File: config.mk
export PLATFORM = sky130hd
export DESIGN_NAME = fifo_rd_skid
export DESIGN_NICKNAME = d
export VERILOG_FILES = /design/src/rtl/fifo_rd_skid_pkg.sv /design/src/rtl/fifo_rd_skid.sv
export SDC_FILE = /design/constraint.sdc
export NUM_CORES = 1
export LEC_CHECK = 0
export BUFFER_PORTS_ARGS = -buffer_cell sky130_fd_sc_hd__buf_2
export CAP_MARGIN = 20
export CELL_PAD_IN_SITES_DETAIL_PLACEMENT = 0
export CELL_PAD_IN_SITES_GLOBAL_PLACEMENT = 1
export CORE_MARGIN = 5
export CORE_UTILIZATION = 43
export CTS_BUF_LIST = sky130_fd_sc_hd__clkbuf_16
export DETAILED_ROUTE_END_ITERATION = 8
export MAX_ROUTING_LAYER = met4
export PLACE_DENSITY = 0.88
export SLEW_MARGIN = 15
export SYNTH_ARGS = -nofsm -noshare
export SYNTH_HDL_FRONTEND = slang
export SYNTH_SLANG_ARGS = --single-unit
File: constraint.sdc
create_clock -name clk -period 2.4 [get_ports clk]
set_clock_uncertainty 0.1 [all_clocks]
set_input_delay 0.24 -clock clk [delete_from_list [all_inputs] [get_ports clk]]
set_output_delay 0.24 -clock clk [all_outputs]
set_load 0.01 [all_outputs]
File: src/rtl/fifo_rd_skid_pkg.sv
// Shared definitions for the fifo read-side skid buffer: occupancy encoding
// and small helpers used by the skid control logic.
package fifo_rd_skid_pkg;

  // Skid occupancy encoding; the value doubles as the number of held beats.
  localparam logic [1:0] LVL_EMPTY = 2'd0;
  localparam logic [1:0] LVL_ONE   = 2'd1;
  localparam logic [1:0] LVL_TWO   = 2'd2;

  // True when the skid holds at least one beat for the consumer.
  function automatic logic lvl_has_beat(input logic [1:0] lvl);
    return (lvl == LVL_ONE) || (lvl == LVL_TWO);
  endfunction

  // True when the skid can absorb another beat from the fifo this cycle.
  function automatic logic lvl_has_room(input logic [1:0] lvl);
    return (lvl == LVL_EMPTY) || (lvl == LVL_ONE);
  endfunction

endpackage

File: src/rtl/fifo_rd_skid.sv
// Read-side port for the synchronous fifo. Turns the fifo's raw pop
// interface into a registered valid/ready stream through a two-entry skid
// buffer. The pop strobe depends only on registered occupancy, flush and the
// fifo empty flag, so the consumer's ready never reaches the fifo
// combinationally, and the fifo is never popped while empty.
module fifo_rd_skid
  import fifo_rd_skid_pkg::*;
#(
  parameter int DATA_WIDTH = 32,
  parameter int CNT_WIDTH  = 16
) (
  input  logic                  clk,
  input  logic                  rst_n,
  input  logic                  fifo_empty_i,
  input  logic [DATA_WIDTH-1:0] fifo_data_i,
  output logic                  fifo_r_en_o,
  input  logic                  flush_i,
  output logic                  out_valid_o,
  output logic [DATA_WIDTH-1:0] out_data_o,
  input  logic                  out_ready_i,
  output logic [1:0]            level_o,
  output logic [CNT_WIDTH-1:0]  xfer_cnt_o
);

  // slot0 is always the head (oldest) beat, slot1 the younger one.
  logic [1:0]            level;
  logic [1:0]            level_nxt;
  logic [DATA_WIDTH-1:0] slot0;
  logic [DATA_WIDTH-1:0] slot1;
  logic [DATA_WIDTH-1:0] slot0_nxt;
  logic [DATA_WIDTH-1:0] slot1_nxt;
  logic [CNT_WIDTH-1:0]  xfer_cnt;
  logic                  pop;
  logic                  cons;

  // Pop only with room in the skid, data in the fifo and no flush pending.
  assign pop  = !fifo_empty_i && !flush_i && lvl_has_room(level);
  assign cons = out_valid_o && out_ready_i;

  assign fifo_r_en_o = pop;
  assign out_valid_o = lvl_has_beat(level);
  assign out_data_o  = slot0;
  assign level_o     = level;
  assign xfer_cnt_o  = xfer_cnt;

  // Next occupancy and slot contents; flush empties the skid but leaves the
  // slot data untouched since it is never presented without valid.
  always_comb begin
    level_nxt = level;
    slot0_nxt = slot0;
    slot1_nxt = slot1;
    if (flush_i) begin
      level_nxt = LVL_EMPTY;
    end else begin
      case (level)
        LVL_EMPTY: begin
          if (pop) begin
            level_nxt = LVL_ONE;
            slot0_nxt = fifo_data_i;
          end
        end
        LVL_ONE: begin
          if (pop && cons) begin
            slot0_nxt = fifo_data_i;
          end else if (pop) begin
            level_nxt = LVL_TWO;
            slot1_nxt = fifo_data_i;
          end else if (cons) begin
            level_nxt = LVL_EMPTY;
          end
        end
        LVL_TWO: begin
          if (cons) begin
            level_nxt = LVL_ONE;
            slot0_nxt = slot1;
          end
        end
        default: begin
          level_nxt = LVL_EMPTY;
        end
      endcase
    end
  end

  // Occupancy and slot registers; reset drops any held beats immediately.
  always_ff @(posedge clk or negedge rst_n) begin
    if (!rst_n) begin
      level <= LVL_EMPTY;
      slot0 <= '0;
      slot1 <= '0;
    end else begin
      level <= level_nxt;
      slot0 <= slot0_nxt;
      slot1 <= slot1_nxt;
    end
  end

  // Accepted-beat counter, free-running modulo 2^CNT_WIDTH; a beat accepted
  // during a flush cycle still counts.
  always_ff @(posedge clk or negedge rst_n) begin
    if (!rst_n) begin
      xfer_cnt <= '0;
    end else if (cons) begin
      xfer_cnt <= xfer_cnt + CNT_WIDTH'(1);
    end
  end

endmodule

* Word-level counts from Yosys, hierarchy flattened
Index checks and enable logic that the tools add are counted.
Word-level totals: input port bits 37, logic and storage cells 40, output and inout port bits 52, register bits after elaboration 82
Cells by class: add/subtract/negate cells 1, bitwise operators 2, reduce and logical (&&, ||, !) cells 13, eq/ne operators 9, muxes and demuxes 11
Operators by type and width (count):
- 32-bit 2-to-1 mux | 3
- 32-bit case mux with 3 select lines | 1
- 16-bit by 1-bit adder with 16-bit output (second input constant) | 1
- 2-bit 2-to-1 mux | 6
- 3-bit inequality test (second input constant) | 3
- 4-bit AND reduction | 2
- 2-bit case mux with 3 select lines | 1
- 5-bit AND reduction | 1
- 1-bit logical AND | 4
- 2-bit inequality test (second input constant) | 2
- 4-bit inequality test (second input constant) | 1
- 3-bit nonzero test | 1
- 2-bit by 1-bit equality test with 1-bit output (second input constant) | 1
- 2-bit equality test (second input constant) | 1
- 1-bit logical NOT | 2
- 2-bit logical NOT | 1
- 1-bit logical OR | 2
- 2-bit by 1-bit inequality test with 1-bit output (second input constant) | 1
- 1-bit NOT | 2

* Longest topological paths before layout
Gate-level depths: netlist of the first run.
depth in word-level cells 8, mapped depth 8, mapped depth without buffers 6

* Least setup slack after synthesis of the first run
OpenSTA, ideal clock, no wires.
path kind register to register, from register level[0], in the netlist level_o[0], to register slot0[0], in the netlist out_data_o[0], required time 2.175 ns, cell stages (with the launch flop) 8, setup time 0.125 ns, clock period less this slack 2.157 ns, arrival 1.932 ns, setup slack 0.243 ns, path buffers 1, path through dfrtp_1 inv_1 ha_1 and2_2 and2_4 o21ai_4 buf_6 mux2_4
On the way: longest elaborated chain between the ends 6, elaborated cells on any way between the ends 14, those cells by class 5 x eq/ne; 1 x mux; 8 x reduce/logical
RTL lines:
- start, declared | RTL line fifo_rd_skid.sv:26 | logic [1:0] level;
- start signal, assigned | RTL line fifo_rd_skid.sv:92 | level <= level_nxt;
- 2-bit by 1-bit equality test with 1-bit output or 2-bit equality test (tied branches) | RTL line fifo_rd_skid_pkg.sv:12 | return (lvl == LVL_ONE) || (lvl == LVL_TWO);
- 1-bit logical OR * | RTL line fifo_rd_skid_pkg.sv:12
- named net out_valid_o | RTL line fifo_rd_skid.sv:18 | output logic out_valid_o,
- 1-bit logical AND * | RTL line fifo_rd_skid.sv:38 | assign cons = out_valid_o && out_ready_i;
- 1-bit logical AND | RTL line fifo_rd_skid.sv:63 | if (pop && cons) begin
- 2-bit by 1-bit inequality test with 1-bit output (no source line)
- 5-bit AND reduction (no source line) *
- end signal, assigned | RTL line fifo_rd_skid.sv:93 | slot0 <= slot0_nxt;
- end, declared | RTL line fifo_rd_skid.sv:28 | logic [DATA_WIDTH-1:0] slot0;
Mark *: on every way through the listed nets, which the timed path passes. The rest lies on a longest branch. A chain may end at the register's enable or synchronous reset.

* Final worst setup path of the first run
from register level[0], in the netlist level_o[0], to register slot0[26], in the netlist out_data_o[26]
On the way: longest elaborated chain between the ends 6, elaborated cells on any way between the ends 14, those cells by class 5 x eq/ne; 1 x mux; 8 x reduce/logical
RTL lines (RTL line):
- 2-bit by 1-bit equality test with 1-bit output (tied with other cells) | fifo_rd_skid_pkg.sv:12, fifo_rd_skid_pkg.sv:17, fifo_rd_skid.sv:55
- 1-bit logical OR, on equally long branches | fifo_rd_skid_pkg.sv:17, fifo_rd_skid_pkg.sv:12
- 1-bit logical AND, on equally long branches | fifo_rd_skid.sv:37, fifo_rd_skid.sv:38
- 1-bit logical AND | fifo_rd_skid.sv:63
- 2-bit by 1-bit inequality test with 1-bit output (no source line)
- 5-bit AND reduction (no source line)
Several ways; a longest one is shown, not always the timed one.

==> results of run 1 <==
-- power by group --
group	total (µW)	internal, µW	switching (µW)
combinational	2320	1380	947
clock	1650	1120	533
sequential	2330	1990	344
-- logic make-up after synthesis --
kind of cell / count (synthesis)
AOI/OAI and AO/OA: 8
xor gates and xnor gates: 15
adders and majority gates: 4
buffers and inverters: 13
DFF: 82
muxes: 96
and+or+nand+nor: 41
-- metal layers --
| metal | vias up | wire length, µm | share of wire | global-route usage |
|---|---|---|---|---|
| met2 | 56 | 3640 | 0.49 | 0.237 |
| met4 | 0 | 84 | 0.011 | 0.0500 |
| li1 | 1106 | - | - | - |
| met3 | 7 | 358 | 0.048 | 0.0385 |
| met1 | 1140 | 3360 | 0.45 | 0.182 |
| met5 | - | 0 | 0 | - |
-- registers in the layout, indices dropped and copies added, names as in the netlist --
register,flops
out_data_o,32
level_o,2
slot1,32
xfer_cnt_o,16
-- worst register-to-register path, stage by stage, from the launching register on --
cell,delay (ns)
dfrtp_1,0.38
inv_1,0.09
ha_1,0.35
and2_2,0.22
and2_4,0.16
o21ai_4,0.21
buf_12,0.21
mux2_4,0.33
-- Yosys cell counts (2+ instances only) --
cell type   n
buf_2       3
nand2_1    15
clkbuf_1    3
dfrtp_1    82
nor4_1      2
nand4_1     3
xnor2_1    10
ha_1        4
nor2_1      7
nor3_1      2
inv_1       3
and3_1      2
a21oi_1     2
mux2_2     66
nand3_1     3
mux2_4     30
buf_6       3
xor2_1      5
-- stage by stage --
stage / area [µm²] / setup slack (ns) / utilization / hold WS [ns] / power [µW]
finish: 4780 / 0.220 / 0.551 / 0.0590 / 6310
detailed placement: 4400 / 0.242 / 0.507 / 0.123 / 4720
global placement: 4400 / 0.275 / 0.507 / 0.119 / 4620
floorplan: 3800 / 0.243 / - / -0.156 / 3960
global route: 4780 / 0.0566 / 0.551 / 0.0521 / 6690
CTS: 4780 / 0.215 / 0.551 / 0.0507 / 6410
-- cell type report --
type / instances / area (µm²) / area share
Clock buffer: 9 / 225 / 0.0471
Clock inverter: 7 / 140 / 0.0293
Inverter: 3 / 11.3 / 0.00236
Multi-Input combinational cell: 164 / 1660 / 0.348
Sequential cell: 82 / 2050 / 0.429
Tap cell: 108 / 135 / 0.0283
Timing Repair Buffer: 94 / 553 / 0.116
-- repair_timing --
action                                 4_1_cts  5_1_grt
endpoints found under the hold margin       33        0
gates resized for setup                      0        0
hold buffers                                 1        0
-- worst max path at each step --
stage          startpoint        endpoint  slack [ns]  cells after the start
6_report       level_o[0]  out_data_o[26]        0.22                      7
5_1_grt        level_o[0]  xfer_cnt_o[15]        0.06                      6
4_1_cts        level_o[0]   out_data_o[8]        0.22                      7
3_5_place_dp   level_o[0]   out_data_o[8]        0.24                      7
3_3_place_gp   level_o[0]   out_data_o[4]        0.28                      7
2_1_floorplan  level_o[0]   out_data_o[0]        0.24                      7
==> results.md, run 1 <==
- Outcome: complete, no violations
- CP Class: flip-flop to flip-flop
- Nets: 395
- Async SR Flop Fraction: 1.00
- Fin. max-slew vios: 0
- Diode count: 0
- Seq/Total Area, Yosys: 0.541
- PD cells: 1320 nW/µm²
- Clock sinks: 82
- Worst skew pair latency: 0.32 ns
- CTS tree: built
- Post-synth EDFFs: 0
- Synth Area per Inst: 14.7 µm²
- Crit path capture type: flip-flop
- Unrepaired setup endpoints after global routing: no
- Largest net degree at the start of global routing: 50
- Fin crit share: 0.908
- Fmax: approximately 460 MHz
- Iter 0 DRT Violations: 30
- Crit path max fanout: 18
- Worst Hold Endpoint: slot1[16]
- Peak supply drop: 0.575 mV
- Final Hold Viols: 0
- R2r worst-path depth: 7
- Area delta synth->final: 25.9%
- Number of remaining DRC errors: 0
- Synthesized Nets: 300
- Slowest-stage cell, CP: dfrtp_1
- FF-to-FF setup slack: between 0.2 and 0.25 ns
- WP data required: 2.51 ns
- Grt total ovfl: 0
- Initial core utilization: 0.437
- Pleak: 0.00234 µW
- Largest family of logic cells by synthesized area: multiplexers
- Die area: approximately 11000 µm²
- Worst-path clk slew: 0.06 ns
- Arrival time worst endpoint: around 2.3 ns
- Ys flop type: dfrtp_1
- Max-slew headroom at the worst pin: 0.600
- Bufs and invs on worst path: 2
- CP startpoint kind: flip-flop
- Synth cell types: 32
- Total Wirelength: between 7000 and 8000 µm
- Inserted Clock Buffers: 9
- Synth Area in Simple Gates: 0.0560
- Mapped Area: about 3800 µm²
- CP peak stage delay: 0.38 ns
- Worst flop-to-flop path endpoint: out_data_o[26]
- Die Span Y: 104 µm
- Synth Area in Compound Gates: 0.0188
- First-pass GRT wire length: approximately 13000 µm
- Gate Count Post-Synth: 259
- Vias in the first global route: 2533
- Largest cells by area after synthesis: dfrtp_1 (54%), mux2_2 (20%), mux2_4 (12%)
- Maximum buffer depth of the clock tree: 2
- Fillers: 753
- Final setup vio count: 0
- Pre-antenna DRT Iters: 4
- DP Wirelength: ~5300 µm
- Initial antenna violation count: 0
- Share of post-route cells with drive strength above 1: 0.591
- Dpl cells: 450
- # rows: 34
- RD Place Congestion: 0.774
- Total number of vias: roughly 2300
- Worst R2R Start: level_o[0]
- Synth warnings: 0
- Critical path, cell by cell: inv_1, ha_1, and2_2, and2_4, o21ai_4, buf_12, mux2_4
- Root Driver: clkbuf_16
- Hold depth: 2
- Setup TNS: 0 ns
- Most frequent cells in the layout: buf_2 (87), dfrtp_1 (82), mux2_2 (66)
- Post-synth top area share: 0.541
- Routed Antenna Nets: 0
- Worst Tran Pin Value: ~0.59 ns
- Commonest non-fill, non-tap cell in the layout: buf_2
- Post-synth top area cell: dfrtp_1
- Routed length per instance: approximately 16 µm
- Worst hold path startpoint: fifo_data_i[16]
- Vias/cell: slightly below 5
- Seq cells post-synth: 82
- Worst hold path class: input pin to flip-flop
- Family with the most delay on the worst path: flip-flops
- # Max-Cap Violations: 0
- Htree depth: 3
- Post-Synth XOR/XNOR Area: 0.0346
- Post-synthesis mux area share: 0.314
- Die span in x: 104 µm
- Final cell count without fillers: roughly 470
- Port Buffers: 88
- CORE AREA: 8680 µm²
- Synth Area in Adders: 0.0132
- Post-route minimum period: around 2.2 ns
- I/O pin count: 89
- All-Layer GR Usage: 0.148
- Post-CTS setup buffers: 0
No activity file was read; power rests on OpenSTA's default activity.
==> inputs of run 2 (changes only) <==
- CTS_BUF_LIST: sky130_fd_sc_hd__clkbuf_16 -> default
- HOLD_SLACK_MARGIN: default -> 0.06
==> results.md, run 2 (synthesis gave the netlist of run 1 again) <==
- Port Buffers: 88
- Worst hold path class: input pin to flip-flop
- Peak supply drop: 0.634 mV
- Pleak: about 0.0024 µW
- Total Wirelength: 7760 µm
- CP startpoint kind: flip-flop
- Area delta synth->final: 32.2%
- Post-CTS setup buffers: 0
- Pwr Total: 6020 µW
- Max-slew headroom at the worst pin: 0.600
- Routed Antenna Nets: 0
- Final setup vio count: 0
- Clock sinks: 82
- Post-route minimum period: 2.18 ns
- Commonest non-fill, non-tap cell in the layout: buf_2
- CP Class: flip-flop to flip-flop
- Multi-input gate area: 1660 µm²
- Share of post-route cells with drive strength above 1: 0.543
- Vias in the first global route: 2687
- Worst-path clk slew: 0.08 ns
- First-pass GRT wire length: 13400 µm
- Fmax: ~460 MHz
- Die Span Y: between 100 and 150 µm
- CORE AREA: 8680 µm²
- Most frequent cells in the layout: buf_2 (87), dfrtp_1 (82), mux2_2 (66)
- CTS Hold Bufs: 33
- Nets: 428
- RD Place Congestion: between 0.7 and 0.8
- Final Hold Viols: 0
- Number of remaining DRC errors: 0
- Htree depth: 3
- Post-cts sizing count: 0
- # Max-Cap Violations: 0
- Crit path max fanout: 18
- DP Wirelength: 5340 µm
- WP data required: 2.52 ns
- All-Layer GR Usage: 0.156
- Worst Tran Pin Value: 0.595 ns
- Root Driver: clkbuf_8
- Die area: 10800 µm²
- Sequential cell area: 2050 µm²
- Fin. max-slew vios: 0
- Initial antenna violation count: 0
- Largest net degree at the start of global routing: 50
- CTS tree: built
- Worst skew pair latency: around 0.33 ns
- Grt total ovfl: 0
- Iter 0 DRT Violations: 40
- Initial core utilization: 0.437
- # rows: 34
- Pre-antenna DRT Iters: 4
- Fillers: 740
- Vias/cell: 4.86
- Outcome: complete, no violations
- Setup TNS: 0 ns
- Final Core Density: 0.578
- Diode count: 0
- Arrival time worst endpoint: approximately 2.3 ns
- Final WS setup: between 0.2 and 0.25 ns
- Inserted Clock Buffers: 9
- I/O pin count: 89
- Routed length per instance: 15.5 µm
- Total number of vias: 2428
- Crit path capture type: flip-flop
- Fin crit share: 0.909
- Dpl ws: 0.242 ns
- Die span in x: 104 µm
- PD cells: 1200 nW/µm²
- Maximum buffer depth of the clock tree: 2
- Unrepaired setup endpoints after global routing: no
-- run 2: area by class of cell --
class                      count  area share
timing repair buffer         127       0.176
multi-input combinational    164       0.331
clock buffer                  10      0.0274
inverter                       3     0.00224
sequential                    82       0.409
tap                          108      0.0269
clock inverter                 6      0.0272
-- run 2: path summary, 6_finish.rpt --
| path | slack, ns | startpoint | endpoint | depth (start not counted) |
|---|---|---|---|---|
| setup / recovery | 0.22 | level_o[0] | out_data_o[9] | 7 |
| setup reg to reg | 0.22 | level_o[0] | out_data_o[9] | 7 |
| hold reg to reg | 0.38 | xfer_cnt_o[15] | xfer_cnt_o[15] | 1 |
| max in group asynchronous | 1.29 | rst_n | slot1[9] | 3 |
| min in group asynchronous | 0.29 | rst_n | xfer_cnt_o[5] | 2 |
| hold / removal | 0.18 | fifo_empty_i | level_o[1] | 3 |
-- run 2: layer usage --
layer / GRT usage / share of wire / wire length, µm
met5: - / 0 / 0
met4: 0.0527 / 0.011 / 86
met3: 0.0379 / 0.046 / 360
met2: 0.256 / 0.51 / 3960
met1: 0.188 / 0.43 / 3350
-- run 2: critical path, stage by stage (launching register included) --
cell and delay (ns):
dfrtp_1 0.39, inv_1 0.09, ha_1 0.35, and2_2 0.22, and2_4 0.16, o21ai_4 0.21, buf_12 0.21, mux2_4 0.31
-- run 2: metrics by stage --
step | hold slack [ns] | instances | area (µm²)
2_1_floorplan | -0.156 | 259 | 3800
3_3_place_gp | 0.119 | 450 | 4400
3_5_place_dp | 0.123 | 450 | 4400
4_1_cts | 0.0629 | 499 | 5010
5_1_grt | 0.183 | 500 | 5020
6_report | 0.181 | 500 | 5020
-- run 2: power breakdown --
group	switching, µW	total (µW)	leakage (µW)	internal [µW]
combinational	958	2370	0.00129	1410
sequential	345	2330	0.00101	1980
clock	497	1330	0.000133	829
total	1800	6020	0.00244	4220
==> inputs of run 3 (changes only) <==
- PLACE_DENSITY: 0.88 -> default
- PLACE_DENSITY_LB_ADDON: default -> 0.08
- TNS_END_PERCENT: default -> 10
==> results.md, run 3 (synthesis gave the netlist of run 1 again) <==
- Outcome: complete, no violations
- CTS Hold Bufs: 34
- Die Span Y: about 100 µm
- Multi-input gate area: ~1700 µm²
- Switching Fraction: 0.297
- Arrival time worst endpoint: 2.31 ns
- Worst-path clk slew: 0.08 ns
- I/O pin count: 89
- DP Wirelength: a little over 5000 µm
- RD Place Congestion: 0.775
- Pre-antenna DRT Iters: 4
- Total Wirelength: between 7000 and 8000 µm
- Worst hold path class: input pin to flip-flop
- Clock sinks: 82
- Nets: 430
- Unrepaired setup endpoints after global routing: no
- Share of post-route cells with drive strength above 1: 0.546
- CTS tree: built
- Die span in x: 104 µm
- Peak supply drop: around 0.57 mV
- Internal cell power: between 4000 and 5000 µW
- Fillers: roughly 730
- Fin. max-slew vios: 0
- # rows: 34
- Max-slew headroom at the worst pin: 0.657
- Worst skew pair latency: 0.34 ns
- Pwr Total: 5960 µW
- Initial core utilization: 0.437
- Fin crit share: 0.911
- Setup TNS: 0 ns
- Iter 0 DRT Violations: 63
- Sequential cell area: 2050 µm²
- Fmax: 457 MHz
- # Max-Cap Violations: 0
- Family with the most delay on the worst path: flip-flops
- Crit path capture type: flip-flop
- Grt total ovfl: 0
- Vias in the first global route: 2709
- Sequential power share: 0.389
- Total number of vias: ~2400
- All-Layer GR Usage: 0.156
- Post-route minimum period: 2.19 ns
- Vias/cell: 4.85
- Worst Tran Pin Value: 0.515 ns
- Routed length per instance: about 15 µm
- First-pass GRT wire length: approximately 13000 µm
- Clk pwr share: 0.215
- Final WS setup: between 0.2 and 0.25 ns
- Switch Pwr: 1770 µW
- WP data required: around 2.5 ns
- Area delta synth->final: 32.0%
- Crit path max fanout: 18
- PD cells: 1190 nW/µm²
- CORE AREA: 8680 µm²
- Largest net degree at the start of global routing: between 40 and 50
- Dpl ws: 0.237 ns
- CP startpoint kind: flip-flop
- Routed Antenna Nets: 0
- Htree depth: 3
- Inserted Clock Buffers: 9
- Final Hold Viols: 0
- CP peak stage delay: 0.39 ns
- Slowest-stage cell, CP: dfrtp_1
- Number of remaining DRC errors: 0
- Initial antenna violation count: 0
- Post-CTS setup buffers: 0
- Root Driver: clkbuf_8
- CP Class: flip-flop to flip-flop
- Final setup vio count: 0
- Most frequent cells in the layout: buf_2 (87), dfrtp_1 (82), mux2_2 (66)
- Logic pwr share: 0.396
- Port Buffers: 88
- Critical path, cell by cell: inv_1, ha_1, and2_2, and2_4, o21ai_4, buf_12, mux2_4
- Die area: 10800 µm²
- Hold_ws: 0.193 ns
- Post-cts sizing count: 0
- Maximum buffer depth of the clock tree: 2
- Commonest non-fill, non-tap cell in the layout: buf_2
- Pleak: 0.00244 µW
- Bufs and invs on worst path: 2
- Diode count: 0
## run 3: final cells by class
type | instances | share of cell area
clock buffers | 9 | 0.0247
clock inverters | 7 | 0.0282
inverters | 3 | 0.00225
multi-input cells | 164 | 0.332
flip-flops and latches | 82 | 0.409
well taps | 108 | 0.0270
repair buffers | 129 | 0.177
## run 3: final timing paths
| kind | cells after the start | to | slack [ns] | start |
|---|---|---|---|---|
| max in group asynchronous | 3 | slot1[26] | 1.29 | rst_n |
| worst min register to register | 1 | xfer_cnt_o[15] | 0.37 | xfer_cnt_o[15] |
| worst max register to register | 7 | out_data_o[1] | 0.21 | level_o[0] |
| worst min-delay path | 3 | level_o[1] | 0.19 | fifo_empty_i |
| min in group asynchronous | 2 | xfer_cnt_o[10] | 0.30 | rst_n |
| worst max-delay path | 7 | out_data_o[1] | 0.21 | level_o[0] |
## run 3: power by group through the flow
stage          combinational [µW]  clock [µW]  sequential, µW
2_1_floorplan                1530           0            2430
3_5_place_dp                 2360           0            2340
4_1_cts                      2410        1330            2330
5_1_grt                      2560        1390            2400
6_report                     2360        1280            2320
3_3_place_gp                 2310           0            2340
## run 3: routing by layer
layer,routed length [µm],global-route usage
met1,3470,0.197
met2,3640,0.242
met3,427,0.0559
met4,51,0.0361
met5,0,-
## run 3: worst reg2reg max path, delay by kind of cell, from the launching register on
kind / cells / cell delay (ns)
flops: 1 / 0.39
fa+ha+maj: 1 / 0.35
mux: 1 / 0.33
compound gates: 1 / 0.21
buf+inv: 2 / 0.32
simple gates: 2 / 0.38
## run 3: metrics by stage
stage,instance area (µm²),utilization,instances
2_1_floorplan,3800,-,259
3_3_place_gp,4410,0.508,452
3_5_place_dp,4410,0.508,452
4_1_cts,5010,0.577,502
5_1_grt,5010,0.577,502
6_report,5010,0.577,502
